$ cat src/rtl/match_sequencer.sv
// Match-level serve/lives/best-score sequencer above game_controller.
// Define MATCH_SEQUENCER_BEST_SCORE_EN to build the best-score register.
module match_sequencer #(
  parameter int LIVES        = 3,
  parameter int SERVE_FRAMES = 120
) (
  input  logic       clk_25MHZ,
  input  logic       reset_n,
  input  logic       start_btn,
  input  logic       frame_tick,
  input  logic       game_over,
  input  logic [7:0] score,
  output logic       game_start,
  output logic [2:0] lives_left,
  output logic [7:0] countdown,
  output logic [7:0] best_score,
  output logic [1:0] match_state,
  output logic       match_over
);

  typedef enum logic [1:0] {
    S_IDLE  = 2'd0,
    S_COUNT = 2'd1,
    S_PLAY  = 2'd2,
    S_OVER  = 2'd3
  } state_t;

  localparam logic [2:0] L_LIVES = 3'(LIVES);
  localparam logic [7:0] L_SERVE = 8'(SERVE_FRAMES);

  state_t     r_state;
  state_t     w_state_n;
  logic       r_start_d;
  logic       r_go_d;
  logic       r_game_start;
  logic       r_match_over;
  logic [2:0] r_lives;
  logic [7:0] r_cd;
  logic [2:0] w_lives_n;
  logic [7:0] w_cd_n;
  logic       w_gs_n;
  logic       w_start_rise;
  logic       w_go_rise;

  assign w_start_rise = start_btn & ~r_start_d;
  assign w_go_rise    = game_over & ~r_go_d;

  always_comb begin
    w_state_n = r_state;
    w_lives_n = r_lives;
    w_cd_n    = r_cd;
    w_gs_n    = 1'b0;
    unique case (r_state)
      S_IDLE, S_OVER: begin
        if (w_start_rise) begin
          w_state_n = S_COUNT;
          w_lives_n = L_LIVES;
          w_cd_n    = L_SERVE;
        end
      end
      S_COUNT: begin
        if (r_cd == 8'd0) begin
          w_state_n = S_PLAY;
          w_gs_n    = 1'b1;
        end else if (frame_tick) begin
          w_cd_n = r_cd - 8'd1;
        end
      end
      S_PLAY: begin
        if (w_go_rise) begin
          if (r_lives == 3'd1) begin
            w_lives_n = 3'd0;
            w_state_n = S_OVER;
          end else begin
            w_lives_n = r_lives - 3'd1;
            w_cd_n    = L_SERVE;
            w_state_n = S_COUNT;
          end
        end
      end
    endcase
  end

  always_ff @(posedge clk_25MHZ) begin
    if (!reset_n) begin
      r_state      <= S_IDLE;
      r_start_d    <= 1'b0;
      r_go_d       <= 1'b0;
      r_game_start <= 1'b0;
      r_match_over <= 1'b0;
      r_lives      <= 3'd0;
      r_cd         <= 8'd0;
    end else begin
      r_state      <= w_state_n;
      r_start_d    <= start_btn;
      r_go_d       <= game_over;
      r_game_start <= w_gs_n;
      r_match_over <= (w_state_n == S_OVER);
      r_lives      <= w_lives_n;
      r_cd         <= w_cd_n;
    end
  end

`ifdef MATCH_SEQUENCER_BEST_SCORE_EN
  logic [7:0] r_best;
  logic       w_best_ld;

  // Strict compare: a tie keeps the old best.
  assign w_best_ld = (r_state == S_PLAY) & w_go_rise
                   & (score > r_best);

  always_ff @(posedge clk_25MHZ) begin
    if (!reset_n) begin
      r_best <= 8'd0;
    end else if (w_best_ld) begin
      r_best <= score;
    end
  end

  assign best_score = r_best;
`else
  logic w_unused_score;
  assign w_unused_score = ^score;
  assign best_score     = 8'd0;
`endif

  assign game_start  = r_game_start;
  assign lives_left  = r_lives;
  assign countdown   = r_cd;
  assign match_state = r_state;
  assign match_over  = r_match_over;

endmodule

$ cat config.mk
export PLATFORM = sky130hd
export DESIGN_NAME = match_sequencer
export DESIGN_NICKNAME = d
export VERILOG_FILES = /design/src/rtl/match_sequencer.sv
export SDC_FILE = /design/constraint.sdc
export NUM_CORES = 1
export LEC_CHECK = 0
export ABC_AREA = 1
export CORE_UTILIZATION = 41
export CTS_CLUSTER_DIAMETER = 200
export DETAILED_ROUTE_END_ITERATION = 8
export PLACE_DENSITY = 0.78
export SLEW_MARGIN = 10
export SYNTH_ARGS = -nofsm -noshare
export SYNTH_HDL_FRONTEND = slang
export SYNTH_SLANG_ARGS = --single-unit
$ cat constraint.sdc
create_clock -name clk_25MHZ -period 1.4 [get_ports clk_25MHZ]
set_input_delay 0.28 -clock clk_25MHZ [delete_from_list [all_inputs] [get_ports clk_25MHZ]]
set_output_delay 0.28 -clock clk_25MHZ [all_outputs]
set_load 0.05 [all_outputs]
* Word-level counts from Yosys, hierarchy flattened
Index checks and enable logic that the tools add are counted.
Storage, ports and cells: register bits 17, input port bits 13, logic and storage cells 46
Operators by class: equality and inequality tests 10, bitwise logic cells 4, multiplexer cells 16, reductions and logical operators 7, $add $sub $neg 2
Operators by type and width (number):
- 2-to-1 mux 8 bit | 5
- case mux 8 bit (3 select lines) | 1
- != test 2 bit, second input constant | 5
- 2-to-1 mux 3 bit | 3
- logical NOT 8 bit | 1
- 2-to-1 mux 2 bit | 4
- subtractor 8 x 1 -> 8 bit, second input constant | 1
- equality test 2 bit, second input constant | 3
- case mux 2 bit (3 select lines) | 1
- case mux 3 bit (2 select lines) | 1
- AND reduction 5 bit | 1
- equality test 3 x 1 -> 1 bit, second input constant | 1
- AND reduction 3 bit | 1
- subtractor 3 x 1 -> 3 bit, second input constant | 1
- AND 1 bit | 2
- equality test 2 x 1 -> 1 bit, second input constant | 1
- logical NOT 2 bit | 1
- NOT 1 bit | 2
- AND reduction 2 bit | 1
- nonzero test 2 bit | 1
- OR reduction 2 bit | 1
- 2-to-1 mux 1 bit | 1

* Logic depth before layout (Yosys ltp)
Gate-level depths: netlist of run 1.
depth after elaboration 5, mapped depth 11

* Least setup slack after synthesis of run 1
OpenSTA, ideal clock, no wires.
path type reg-to-reg, from register r_state[1], in the netlist match_state[1], to register r_cd[7], in the netlist countdown[7], setup slack -0.489 ns, clock period less this slack 1.889 ns, arrival 1.772 ns, stages on the path, launching flop included 12, cells stage by stage dfxtp_1 inv_1 ha_1 buf_6 clkinv_4 nor2_2 a21oi_4 nand2_2 nor2_4 nor2_1 nor2_1 nor2_1
Between the ends: longest elaborated chain between the ends 4, elaborated cells on any way between the ends 12
Ends and longest elaborated chain:
- from (decl) | line 31 | state_t r_state;
- from (signal assigned) | line 94 | r_state <= w_state_n;
- equality test 2 bit / logical NOT 2 bit (equally long branches) | line 53 | unique case (r_state)
- OR reduction 2 bit | line 53
- != test 2 bit (no line)
- AND reduction 5 bit (no line)
- to (signal assigned) | line 100 | r_cd <= w_cd_n;
- to (decl) | line 38 | logic [7:0] r_cd;
Several ways; a longest one is shown, not always the timed one. A chain may end at the register's enable or synchronous reset.

* Final worst setup path of run 1
from input game_over, to register r_cd[3], in the netlist countdown[3]
Between the ends: longest elaborated chain between the ends 3
Ends and longest elaborated chain:
- from (decl) | line 11 | input logic game_over,
- AND 1 bit | line 46 | assign w_go_rise = game_over & ~r_go_d;
- != test 2 bit (no line)
- AND reduction 5 bit (no line)
Every way passes these cells.

==> reports/summary.log, run 1 <==
qor: place.placed_cell_area 1590 um^2
qor: logic_synthesis.synth_seq_cells 17
qor: critical_path.timing.setup.critical_path_class in -> reg
qor: cells_and_area.final_common_cell nand2_1
qor: critical_path.number_of_buffer_and_inverter_stages_on_the_critical_path 3
qor: critical_path.crit_required 1.62 ns
qor: clock_tree.cts_made_buffers 3
qor: logic_synthesis.yosysUniqueCellTypes 22
qor: run_status.outcome finished, violations left
qor: cells_and_area.flow.area_growth_from_synthesis 63.2%
qor: power_and_ir_drop.ir_drop 1340 uV
qor: sta.grt_setup_unrepaired true
qor: global_route.grt_pass1_wl 4420 um
qor: sta.final_number_of_max_transition_violations 0
qor: place.place_hpwl 2000 um
qor: sta.max_clock_freq 700 MHz
qor: drt.routed-via-count 1201
qor: drt.route.detailed.wl_per_inst 12.5 um
qor: clock_tree.tritoncts_clock_tree done
qor: global_route.gr-usage-all-layers 21.3%
qor: drt.detailedRoute.firstPassIterationCount 4
qor: sta.clock_skew 0.00907 ns
qor: clock_tree.htreeDepth 1
qor: critical_path.worst_path_most_repeated_cell nand2_2
qor: logic_synthesis.syn_area_per_cell 6.73 um^2
qor: drt.dr.first_iter.drc_count 29
qor: critical_path.critical_path_s_top_delay_family buffers and inverters
qor: clock_tree.clock_insertion_delay_worst_skew 0.29 ns
qor: place.post-place-cells 224
qor: floorplan.fp.dieW 53.7 um
qor: drt.postRouteAntennaNets 0
qor: power_and_ir_drop.power_leakage 0.816 nW
qor: global_route.grt_antenna_before_repair 0
qor: global_route.groute.layer.met3.usage 3.95%
qor: global_route.grt-ovfl-total 0
qor: cells_and_area.final_net_count 230
qor: sta.min_period_over_period 102%
qor: place.place_worst_setup_slack -0.313 ns
qor: hold_path.hold_depth 2
qor: cells_and_area.most-common-layout-cells nand2_1, buf_4, inv_1
qor: critical_path.setup.worst_path.start_class input port
qor: critical_path.slowest_delay 0.47 ns
qor: critical_path.worst-endpoint-arrival 1.65 ns
qor: logic_synthesis.synthesis.yosys.warnings 0
qor: sta.setup_ws_post_layout -0.0282 ns
qor: cells_and_area.drive_gt1_share 45.2%
qor: critical_path.crit_slowest_cell clkdlybuf4s50_1
qor: floorplan.top_level_ports 36
qor: floorplan.coreArea 2500 um^2
qor: cells_and_area.filler_cell_count 190
qor: logic_synthesis.seq_area_frac_synth 31.0%
qor: place.finalWeightedCongestion 0.852
qor: logic_synthesis.netlist_instances 163
qor: floorplan.dieArea 2890 um^2
qor: floorplan.die_height 53.7 um
qor: global_route.grt_max_degree 10
qor: critical_path.path_depth_of_the_worst_reg2reg_path 10
qor: cells_and_area.fin_cells 240
qor: logic_synthesis.yosys.area.top_type dfxtp_1
qor: power_and_ir_drop.p_total 3.29 mW
qor: logic_synthesis.post_synth_instance_area 1100 um^2
qor: cells_and_area.final_instance_area 1790 um^2
qor: job.max-cap-violations 0
qor: clock_tree.cts.root.buffer_cell clkbuf_4
qor: clock_tree.clk_pin_slew 0.11 ns
qor: critical_path.path_cells clkdlybuf4s50_1 -> inv_1 -> nor2_2 -> nand2_2 -> nand2_2 -> nand2_2 -> nor2_4 -> buf_6 -> nand2_2 -> a21oi_2
qor: power_and_ir_drop.cellPowerDensity 1840 nW/um^2
qor: floorplan.starting_density_of_the_core 43.9%
qor: sta.hold-worst-slack 0.534 ns
qor: sta.timing.final.setup_violations 5
qor: critical_path.path_depth 10
qor: clock_tree.clkSinkCount 17
qor: sta.timing_hold_violations_final 0
qor: place.place.port_buffers 19
qor: critical_path.crit_path_end_kind flop
qor: hold_path.hold_class reg -> reg
qor: logic_synthesis.synth_top_cells_by_area dfxtp_1, nand2_1, inv_1
qor: global_route.grt.met1_usage 21.3%
qor: run_status.failing_checks negative setup slack
qor: clock_tree.ctsHoldBuffers 0
qor: logic_synthesis.synth.top_cell.area_share 31.0%
qor: drt.detail_route.drc_violations 0
qor: critical_path.highest_net_fanout_along_the_worst_path 5
qor: drt.avgViaCountPerCell 5.00
qor: drt.drt-total-wl 2990 um
qor: clock_tree.cts_max_path_buffers 2
qor: global_route.globalRouteMet2Util 41.4%
qor: cells_and_area.diode_count 0
qor: floorplan.placement_rows 18
qor: global_route.grt_most_used_layer met2
qor: sta.layout_min_cycle_time 1.43 ns
qor: global_route.vias_in_the_first_global_route 1124
## Yosys cell counts
master and n:
a21oi_1 14, a21oi_4 1, and2_1 1, buf_4 8, buf_6 1, clkinv_1 1
clkinv_4 1, conb_1 1, dfxtp_1 17, ha_1 6, inv_1 22, nand2_1 42
nand2_2 3, nand3_1 13, nand3_4 1, nand4_1 1, nor2_1 17, nor2_2 3
nor2_4 2, nor3_2 1, o21ai_0 6, xnor2_1 1
## worst min-delay path: stages, from the launching register on
cell     delay (ns)
dfxtp_2        0.36
nand2_1        0.09
a21oi_2        0.05
## kinds of logic after synthesis
family                     after synthesis  synth area share, %
AOI/OAI and AO/OA                       21                 10.6
xor gates and xnor gates                 1                0.798
adders and majority gates                6                 6.84
buffers and inverters                   33                 15.2
DFF                                     17                 31.0
other                                    1                0.342
and+or+nand+nor                         84                 35.2
## flip-flops by register name, indices dropped and copies added, names as in the netlist
name         cells
countdown        8
game_start       1
lives_left       3
match_over       1
match_state      2
r_go_d           1
r_start_d        1
## timing repair
action | 4_1_cts | 5_1_grt
pin swaps | 9 | 8
setup endpoints to repair | 11 | 12
resized for setup | 9 | 22
buffers inserted | 8 | 4
## per-stage QoR
step / utilization (%) / setup TNS, ns
global placement: 63.7 / -2.17
CTS: 68.1 / -0.0510
finish: 71.6 / -0.0472
global route: 71.6 / -0.751
floorplan: - / -0.728
detailed placement: 63.7 / -3.29
## path summary, 6_finish.rpt
check	from	to	slack (ns)
setup / recovery	game_over	countdown[3]$_SDFFE_PN0P_	-0.03
hold / removal	countdown[4]$_SDFFE_PN0P_	countdown[4]$_SDFFE_PN0P_	0.53
setup reg to reg	match_state[1]$_SDFF_PN0_	countdown[3]$_SDFFE_PN0P_	-0.02
hold reg to reg	countdown[4]$_SDFFE_PN0P_	countdown[4]$_SDFFE_PN0P_	0.53
## layout make-up
cell class | count | area (um^2) | share of cell area, %
timing repair buffer | 45 | 547 | 30.5
multi-input combinational | 120 | 714 | 39.9
tap | 30 | 37.5 | 2.10
clock buffer | 4 | 26.3 | 1.47
sequential | 17 | 368 | 20.5
inverter | 24 | 97.6 | 5.45
## per-layer routing
layer  wire length [um]  up-vias  share of wire, %
met5                  0        -                 0
met1               1130      569                38
met3                112        4               3.7
met4                 31        0               1.0
met2               1720       38                57
li1                   -      590                 -
## where the power goes
group          leakage, nW  internal [mW]  switching [mW]  total (mW)
Sequential           0.146          0.614           0.147       0.761
Combinational        0.655          0.991            1.27        2.26
Clock               0.0150          0.111           0.158       0.268
Total                0.816           1.72            1.57        3.29
Note: power is estimated with default switching activity, not from simulation.
==> run 2, diff against run 1 <==
- CORE_MARGIN: not set -> 5
- GPL_TIMING_DRIVEN: not set -> 1
- RECOVER_POWER: not set -> 100
==> reports/summary.log, run 2 (synthesized netlist as in run 1, its figures left out) <==
qor: clock_tree.ctsHoldBuffers 0 [unchanged]
qor: power_and_ir_drop.p_total 3.16 mW [was 3.29 mW]
qor: cells_and_area.fin_cells 236 [was 240]
qor: power_and_ir_drop.comb_power_share 67.7% [was 68.7%]
qor: floorplan.top_level_ports 36 [unchanged]
qor: critical_path.slowest_delay 0.40 ns [was 0.47 ns]
qor: clock_tree.cts_max_path_buffers 2 [unchanged]
qor: critical_path.number_of_buffer_and_inverter_stages_on_the_critical_path 2 [was 3]
qor: floorplan.dieArea 3810 um^2 [was 2890 um^2]
qor: cells_and_area.drive_gt1_share 41.7% [was 45.2%]
qor: power_and_ir_drop.internal 1.63 mW [was 1.72 mW]
qor: floorplan.placement_rows 18 [unchanged]
qor: sta.layout_min_cycle_time 1.41 ns [was 1.43 ns]
qor: cells_and_area.final_common_cell nand2_1 [unchanged]
qor: place.post-place-cells 225 [was 224]
qor: cells_and_area.most-common-layout-cells nand2_1, buf_4, inv_1 [unchanged]
qor: global_route.grt_pass1_wl 4390 um [was 4420 um]
qor: sta.max_clock_freq 710 MHz [was 700 MHz]
qor: global_route.gr-usage-all-layers 15.2% [was 21.3%]
qor: critical_path.path_cells inv_4 -> ha_4 -> clkinv_4 -> nor2_4 -> a21oi_4 -> nand2_2 -> nor2_4 -> nand2_1 -> a21oi_2 [was clkdlybuf4s50_1 -> inv_1 -> nor2_2 -> nand2_2 -> nand2_2 -> nand2_2 -> nor2_4 -> buf_6 -> nand2_2 -> a21oi_2]
qor: clock_tree.cts.root.buffer_cell clkbuf_4 [unchanged]
qor: power_and_ir_drop.power.switching_fraction 48.4% [was 47.8%]
qor: critical_path.crit_required 1.62 ns [about the same]
qor: cells_and_area.multi_input_area 718 um^2 [was 714 um^2]
qor: place.place.port_buffers 19 [unchanged]
qor: sta.min_period_over_period 101% [was 102%]
qor: clock_tree.cts_made_buffers 3 [unchanged]
qor: critical_path.crit_path_end_kind flop [unchanged]
qor: job.max-cap-violations 0 [unchanged]
qor: hold_path.hold_class reg -> reg [unchanged]
qor: sta.grt_setup_unrepaired true [unchanged]
qor: drt.postRouteAntennaNets 0 [unchanged]
qor: global_route.vias_in_the_first_global_route 1114 [was 1124]
qor: power_and_ir_drop.net-switching-power 1.53 mW [was 1.57 mW]
qor: floorplan.starting_density_of_the_core 43.5% [was 43.9%]
qor: cells_and_area.diode_count 0 [unchanged]
qor: sta.timing_hold_violations_final 0 [unchanged]
qor: floorplan.fp.dieW 61.7 um [was 53.7 um]
qor: floorplan.coreArea 2520 um^2 [was 2500 um^2]
qor: clock_tree.clk_pin_slew 0.10 ns [was 0.11 ns]
qor: drt.routed-via-count 1170 [was 1201]
qor: drt.detailedRoute.firstPassIterationCount 4 [unchanged]
qor: cells_and_area.final_net_count 226 [was 230]
qor: drt.avgViaCountPerCell 4.96 [was 5.00]
qor: drt.detail_route.drc_violations 0 [unchanged]
qor: floorplan.die_height 61.7 um [was 53.7 um]
qor: sta.final_number_of_max_transition_violations 0 [unchanged]
qor: clock_tree.clock_insertion_delay_worst_skew 0.28 ns [was 0.29 ns]
qor: sta.setup_ws_post_layout -0.00909 ns [was -0.0282 ns]
qor: power_and_ir_drop.power.sequential.fraction 24.1% [was 23.1%]
qor: critical_path.highest_net_fanout_along_the_worst_path 8 [was 5]
qor: clock_tree.htreeDepth 1 [unchanged]
qor: global_route.grt-ovfl-total 0 [unchanged]
qor: place.finalWeightedCongestion 0.881 [was 0.852]
qor: critical_path.crit_slowest_cell dfxtp_4 [was clkdlybuf4s50_1]
qor: power_and_ir_drop.cellPowerDensity 1840 nW/um^2 [about the same]
qor: place.place_hpwl 2060 um [was 2000 um]
qor: critical_path.timing.setup.critical_path_class reg -> reg [was in -> reg]
qor: drt.dr.first_iter.drc_count 33 [was 29]
qor: run_status.failing_checks negative setup slack [unchanged]
qor: clock_tree.clkSinkCount 17 [unchanged]
qor: cells_and_area.flow.area_growth_from_synthesis 56.4% [was 63.2%]
qor: global_route.grt_antenna_before_repair 0 [unchanged]
qor: critical_path.setup.worst_path.start_class flop [was input port]
qor: sta.clock_skew 0.00575 ns [was 0.00907 ns]
qor: cells_and_area.register_area 365 um^2 [was 368 um^2]
qor: sta.timing.final.setup_violations 2 [was 5]
qor: run_status.outcome finished, violations left [unchanged]
qor: clock_tree.tritoncts_clock_tree done [unchanged]
qor: drt.drt-total-wl 2740 um [was 2990 um]
qor: power_and_ir_drop.power_leakage 0.795 nW [was 0.816 nW]
qor: power_and_ir_drop.ir_drop 1150 uV [was 1340 uV]
qor: critical_path.worst_path_most_repeated_cell nor2_4 [was nand2_2]
qor: power_and_ir_drop.clock_power_share 8.1% [was 8.2%]
qor: cells_and_area.largest_register_ff_count 8 [unchanged]
qor: critical_path.worst-endpoint-arrival 1.63 ns [was 1.65 ns]
qor: critical_path.critical_path_s_top_delay_family simple AND/OR/NAND/NOR gates [was buffers and inverters]
qor: global_route.grt_max_degree 10 [unchanged]
qor: cells_and_area.filler_cell_count 205 [was 190]
qor: drt.route.detailed.wl_per_inst 11.6 um [was 12.5 um]
[run 2: cell types whose count changed in the layout (fill, tap and decap cells not counted), sizes merged]
cell / before / now
dlygate4sd3: 0 / 1
clkbuf: 4 / 7
clkdlybuf4s50: 4 / 3
buf: 41 / 34
[run 2: power by group through the flow]
stage | combinational (mW) | sequential (mW) | clock [mW]
after floorplan | 0.892 | 1.06 | 0
after global placement | 1.85 | 0.766 | 0
after detailed placement | 1.91 | 0.774 | 0
after CTS | 1.97 | 0.756 | 0.265
after global routing | 2.30 | 0.785 | 0.295
final | 2.14 | 0.763 | 0.257
[run 2: routing by layer]
metal  GRT usage [%]  routed length, um
met5               0                  0
met4            7.58                 38
met3            2.69                139
met2            28.3               1500
met1            16.5               1060
[run 2: worst reg2reg max path, cell delays in order, from the launching register on]
cell and delay, ns:
dfxtp_4 0.40, inv_4 0.04, ha_4 0.16, clkinv_4 0.06, nor2_4 0.04, a21oi_4 0.12
nand2_2 0.09, nor2_4 0.21, nand2_1 0.11, a21oi_2 0.12
[run 2: layout make-up]
| class | instances | area share (%) |
|---|---|---|
| clock buffer | 4 | 1.53 |
| inverter | 24 | 5.69 |
| multi-input combinational | 120 | 41.8 |
| sequential | 17 | 21.3 |
| tap | 30 | 2.19 |
| timing repair buffer | 41 | 27.5 |
[run 2: timing repair]
item	4_1_cts	5_1_grt
resized for setup	6	20
pin swaps	5	9
endpoints found under the setup margin	11	13
buffers inserted	3	4
[run 2: path summary, 6_finish.rpt]
| path | startpoint | cells past startpoint | end | slack, ns |
|---|---|---|---|---|
| min | countdown[1]$_SDFFE_PN0P_ | 2 | countdown[1]$_SDFFE_PN0P_ | 0.49 |
| max reg2reg | match_state[1]$_SDFF_PN0_ | 9 | countdown[4]$_SDFFE_PN0P_ | -0.009 |
| min reg2reg | countdown[1]$_SDFFE_PN0P_ | 2 | countdown[1]$_SDFFE_PN0P_ | 0.49 |
| max | match_state[1]$_SDFF_PN0_ | 9 | countdown[4]$_SDFFE_PN0P_ | -0.009 |
[run 2: stage by stage]
stage	worst slack, ns	hold slack [ns]	cell area, um^2	TNS (ns)	utilization (%)
2_1_floorplan	-0.128	0.373	1180	-0.728	-
3_3_place_gp	-0.203	0.485	1600	-2.11	63.4
3_5_place_dp	-0.259	0.495	1600	-2.76	63.4
4_1_cts	-0.00226	0.513	1660	-0.00226	65.9
5_1_grt	-0.0782	0.507	1720	-0.542	68.1
6_report	-0.00909	0.490	1720	-0.0169	68.1
==> RTL edit 1: new RTL, config.mk and constraints of run 2 <==
Remove the register `r_match_over`: a continuous assignment takes its place, so the output `match_over` follows one clock earlier.
--- a/src/rtl/match_sequencer.sv
+++ b/src/rtl/match_sequencer.sv
@@ -87,7 +87,6 @@
       r_start_d    <= 1'b0;
       r_go_d       <= 1'b0;
       r_game_start <= 1'b0;
-      r_match_over <= 1'b0;
       r_lives      <= 3'd0;
       r_cd         <= 8'd0;
     end else begin
@@ -95,11 +94,12 @@
       r_start_d    <= start_btn;
       r_go_d       <= game_over;
       r_game_start <= w_gs_n;
-      r_match_over <= (w_state_n == S_OVER);
       r_lives      <= w_lives_n;
       r_cd         <= w_cd_n;
     end
   end
+
+  assign r_match_over = (w_state_n == S_OVER);
 
 `ifdef MATCH_SEQUENCER_BEST_SCORE_EN
   logic [7:0] r_best;
Behaviour: no difference found for any inputs over 10 cycles, from zero or initial values and one cycle with reset_n low; that may be too few to reach the edited logic, so the function may still have changed.
==> RTL edit 1 against run 2 <==
  * The run still ends with setup timing left
  * Hold slack gained 0.064 ns
  * Highest routed layer unchanged
  * Design area increased by 7.2%
  * Cell count increased by 6.4%
  * Critical endpoint is now match_over
  * Routed wire length rose by 23%
  * Power up 46%
  * Via count up 7.4%
  * Combinational power increased by 67%
  * Area after synthesis is 0.46% lower
  * Setup slack worse by 0.54 ns
  * Sequential cell count down 1
  * Synthesized cell count fell by 0.61%
==> RTL edit 1: results (changes against run 2) <==
status:
  status: "complete, but fails checks"  # unchanged
  failed_checks: "setup timing"  # unchanged
finish:
  post_route_cells_drive_above_1_share_pct: 46.6  # was 41.7%
  nNetsFinal: 241  # was 226
  largest_register_ffs: 8  # unchanged
  final_cell_count_without_fillers: 251  # was 236
  diodes: 0  # unchanged
logic_synthesis:
  synth_seq_area_share_pct: 29.3  # was 31.0%
  synth_commonest_cells: "nand2_1, inv_1, dfxtp_1, nor2_1, a21oi_1"  # unchanged
  yosysWarningCount: 0  # unchanged
  ys_top_cells_by_area: "dfxtp_1, nand2_1, ha_1, inv_1, a21oi_1"  # was dfxtp_1, nand2_1, inv_1, ha_1, a21oi_1
  ys_async_sr_fraction_pct: 0  # unchanged
  ys_dominant_reg_cell: "dfxtp_1"  # unchanged
  synth_cells: 162  # was 163
  synth.lib_cells_used.distinct: 26  # was 22
clocking:
  h-tree-depth: 1  # unchanged
  clk_pin_slew_worst_setup_hold_paths_ns: 0.11
  clk_latency_ns: 0.30  # was 0.28 ns
  cts_root_buffer: "clkbuf_4"  # unchanged
  cts_max_path_buffers: 2  # unchanged
  numCtsBuffers: 3  # unchanged
placed_design:
  dpl_worst_slack_ns: -0.441  # was -0.259 ns
  dpl-instance-area_sq_mm: 0.00176  # was 0.00160 sq mm
  gp_congestion: 0.879  # was 0.881
  hpwlAfterDp_mm: 2.38  # was 2.06 mm
  port_buffers: 19  # unchanged
hold_path:
  holdCritPathClass: "primary input to flop"  # was flop to flop
global_route:
  grt_max_degree: 11  # was 10
  vias_in_the_first_global_route: 1275  # was 1114
  grt_first_pass_wirelength_mm: 5.51  # was 4.39 mm
  grt_usage_pct: 19.7  # was 15.2%
  antenna_found_initial: 0  # unchanged
drt:
  drt_iter0_drc: 46  # was 33
  detail_route.wirelength_mm: 3.37  # was 2.74 mm
  vias_per_cell: 5.00  # was 4.96
  drt_pre_antenna_iters: 4  # unchanged
setup_path:
  worstPathMaxFanout: 4  # was 8
  worst_ep_arrival_time_ns: 1.67  # was 1.63 ns
power:
  vdd.ir_drop.worst_mv: 1.87  # was 1.15 mV
  total_leakage_power_uw: 0.000848  # was 0.000795 uW
timing:
  timing_max_transition_violations_final: 0  # unchanged
  report.final.setup_viol: 12  # was 2
  clock-skew-final_ns: 0.00269  # was 0.00575 ns
  finalWorstSetupSlack_ns: -0.550  # was -0.00909 ns
-- RTL edit 1: layer usage --
metal	GRT usage, %	wire length, um	part of all wire [%]
met1	22.4	1280	38
met2	36.0	1780	53
met3	2.31	206	6.1
met4	9.09	110	3.3
met5	0	0	0
-- RTL edit 1: final cells by class --
cell class | instances | area [sq um]
timing repair buffer | 57 | 591
clock buffer | 4 | 36.3
fill | 187 | 682
multi-input combinational | 118 | 736
tap | 30 | 37.5
sequential | 16 | 333
inverter | 26 | 108
-- RTL edit 1: kinds of logic (layout without fill, tap and decap cells) --
logic type | count (synthesis) | count (layout) | share of synthesized area, %
simple gates | 80 | 80 | 34.4
compound gates | 23 | 23 | 12.3
xor+xnor | 1 | 1 | 0.802
fa+ha+maj | 6 | 6 | 6.87
buf+inv | 35 | 87 | 16.0
other cells | 1 | 8 | 0.343
flops | 16 | 16 | 29.3
-- RTL edit 1: path summary, 6_finish.rpt --
| check | slack, ns | endpoint | depth (start not counted) | startpoint |
|---|---|---|---|---|
| worst max-delay path | -0.55 | match_over | 9 | match_state[0]$_SDFF_PN0_ |
| worst min-delay path | 0.55 | r_start_d$_SDFF_PN0_ | 3 | start_btn |
| worst max register to register | -0.17 | lives_left[2]$_SDFFE_PN0P_ | 11 | match_state[0]$_SDFF_PN0_ |
| worst min register to register | 0.59 | lives_left[2]$_SDFFE_PN0P_ | 4 | lives_left[2]$_SDFFE_PN0P_ |
-- RTL edit 1: critical path, stage by stage, from the launching register on --
cell and delay (ns):
dfxtp_4 0.37, inv_4 0.04, ha_4 0.27, inv_2 0.05
nand2_2 0.06, nand2_2 0.07, o21ai_2 0.13, o21ai_2 0.10
a21oi_4 0.15, buf_12 0.15
-- RTL edit 1: stage by stage --
step                setup TNS, ns  hold slack, ns
floorplan                  -0.984           0.373
detailed placement          -3.29           0.575
global placement            -2.62           0.542
global route                -2.48           0.573
finish                      -1.60           0.553
CTS                         -1.21           0.544
-- RTL edit 1: what timing repair did --
action,CTS,global route
endpoints found under the setup margin,12,12
pin swaps,10,11
setup buffers,2,1
resized for setup,18,9
hold buffers,0,0
-- RTL edit 1: power breakdown --
part / switching, uW / total [uW] / internal (uW)
registers: 101 / 714 / 613
logic: 2040 / 3580 / 1540
clock network: 171 / 330 / 159
==> RTL edit 2: new RTL, flow settings as in run 2 <==
Without the edit above. Build with the macro `MATCH_SEQUENCER_BEST_SCORE_EN` defined.
--- a/src/rtl/match_sequencer.sv
+++ b/src/rtl/match_sequencer.sv
@@ -1,5 +1,7 @@
 // Match-level serve/lives/best-score sequencer above game_controller.
 // Define MATCH_SEQUENCER_BEST_SCORE_EN to build the best-score register.
+`define MATCH_SEQUENCER_BEST_SCORE_EN
+
 module match_sequencer #(
   parameter int LIVES        = 3,
   parameter int SERVE_FRAMES = 120
Check against the original RTL: same outputs for any inputs over 10 cycles, from zero or initial values and one cycle with reset_n low; that may be too few to reach the edited logic, so the function may still have changed.
==> RTL edit 2 against run 2 <==
  * The run still ends with setup timing left
  * Design area rose by 69%
  * Sequential cell count up 8
  * Utilization is 11 points higher
  * Setup slack worse by 0.092 ns
  * Power rose by 15%
  * Clock power rose by 66%
  * Count of clock-buffer cells in the layout unchanged
  * Routed wire length grew 82%
  * Area after synthesis grew 42%
  * Largest cell class unchanged
==> RTL edit 2: results (changes against run 2) <==
logic_synthesis:
  ys_top_cells_by_area: "dfxtp_1, nand2_1, ha_1, inv_1, a21oi_1"  # was dfxtp_1, nand2_1, inv_1, ha_1, a21oi_1
  synth_commonest_cells: "nand2_1, inv_1, dfxtp_1, nor2_1, a21oi_1"  # unchanged
  synth.lib_cells_used.distinct: 25  # was 22
  synthAdderAreaFrac_pct: 11.2  # was 6.84%
  xor_and_xnor_area_share_after_synthesis_pct: 1.69  # was 0.798%
  synth_seq_area_share_pct: 32.1  # was 31.0%
timing:
  finalWorstSetupSlack_ns: -0.101  # was -0.00909 ns
  clock-skew-final_ns: 0.00179  # was 0.00575 ns
  fin_worst_hold_slack_ns: 0.399  # was 0.490 ns
  report.final.setup_viol: 12  # was 2
  tns_ns: -0.613  # was -0.0169 ns
status:
  status: "complete, but fails checks"  # unchanged
  failed_checks: "setup timing"  # unchanged
placed_design:
  instance_count_after_placement_with_tap_cells_included: 337  # was 225
  port_buffers: 35  # was 19
  gp_congestion: 0.816  # was 0.881
  hpwlAfterDp_mm: 3.21  # was 2.06 mm
setup_path:
  max_stage_delay_ns: 0.35  # was 0.40 ns
  worst_ep_arrival_time_ns: 1.67  # was 1.63 ns
clocking:
  clk_pin_slew_worst_setup_hold_paths_ns: 0.08  # was 0.10 ns
  cts_root_buffer: "clkbuf_8"  # was clkbuf_4
power:
  total_leakage_power_uw: 0.00127  # was 0.000795 uW
  vdd.ir_drop.worst_mv: 0.997  # was 1.15 mV
global_route:
  grt_first_pass_wirelength_mm: 8.00  # was 4.39 mm
  grt_max_degree: 14  # was 10
  grt_usage_pct: 19.6  # was 15.2%
  vias_in_the_first_global_route: 1778  # was 1114
finish:
  final_cell_count_without_fillers: 346  # was 236
  nNetsFinal: 326  # was 226
drt:
  drt_iter0_drc: 95  # was 33
RTL edit 2: changes by cell type after synthesis, moves of 2 or more:
cell,delta
nand3_1,+7
nor2_1,+8
nand2_1,+10
nand4_1,+2
o21ai_1,+2
ha_1,+8
a21oi_1,+7
dfxtp_1,+8
xor2_1,+2
buf_4,-7
inv_1,+22
RTL edit 2: power by group:
part	switching [uW]	internal, uW	total, uW
clock	223	204	427
combinational	1280	964	2240
sequential	143	828	971
RTL edit 2: area by class of cell:
class | count | area (sq um)
clock buffer | 4 | 45.0
multi-input combinational | 160 | 1240
tap | 48 | 60.1
timing repair buffer | 64 | 823
sequential | 25 | 552
inverter | 45 | 171
fill | 235 | 766
RTL edit 2: routing by layer:
metal,part of all wire (%),vias up,wire [um],GRT usage [%]
met5,0,-,0,0
met2,53,55,2620,37.9
met1,39,828,1920,20.4
met4,3.7,0,182,8.77
li1,-,865,-,-
met3,4.9,15,243,3.37
RTL edit 2: kinds of logic after synthesis:
group | after synthesis
buf+inv | 49
fa+ha+maj | 14
flops | 25
xor+xnor | 3
simple gates | 109
compound gates | 33
RTL edit 2: worst paths after layout:
| check | startpoint | to | depth (start not counted) |
|---|---|---|---|
| worst max-delay path | best_score[7]$_SDFFE_PN0P_ | best_score[2]$_SDFFE_PN0P_ | 8 |
| worst min-delay path | game_over | r_go_d$_SDFF_PN0_ | 3 |
| worst max register to register | best_score[7]$_SDFFE_PN0P_ | best_score[2]$_SDFFE_PN0P_ | 8 |
| worst min register to register | countdown[7]$_SDFFE_PN0P_ | countdown[7]$_SDFFE_PN0P_ | 2 |
RTL edit 2: what timing repair did:
item / 4_1_cts / 5_1_grt
endpoints found under the setup margin: 13 / 21
pin swaps: 23 / 16
setup buffers: 3 / 0
cloned: 2 / 0
gates resized for setup: 43 / 33
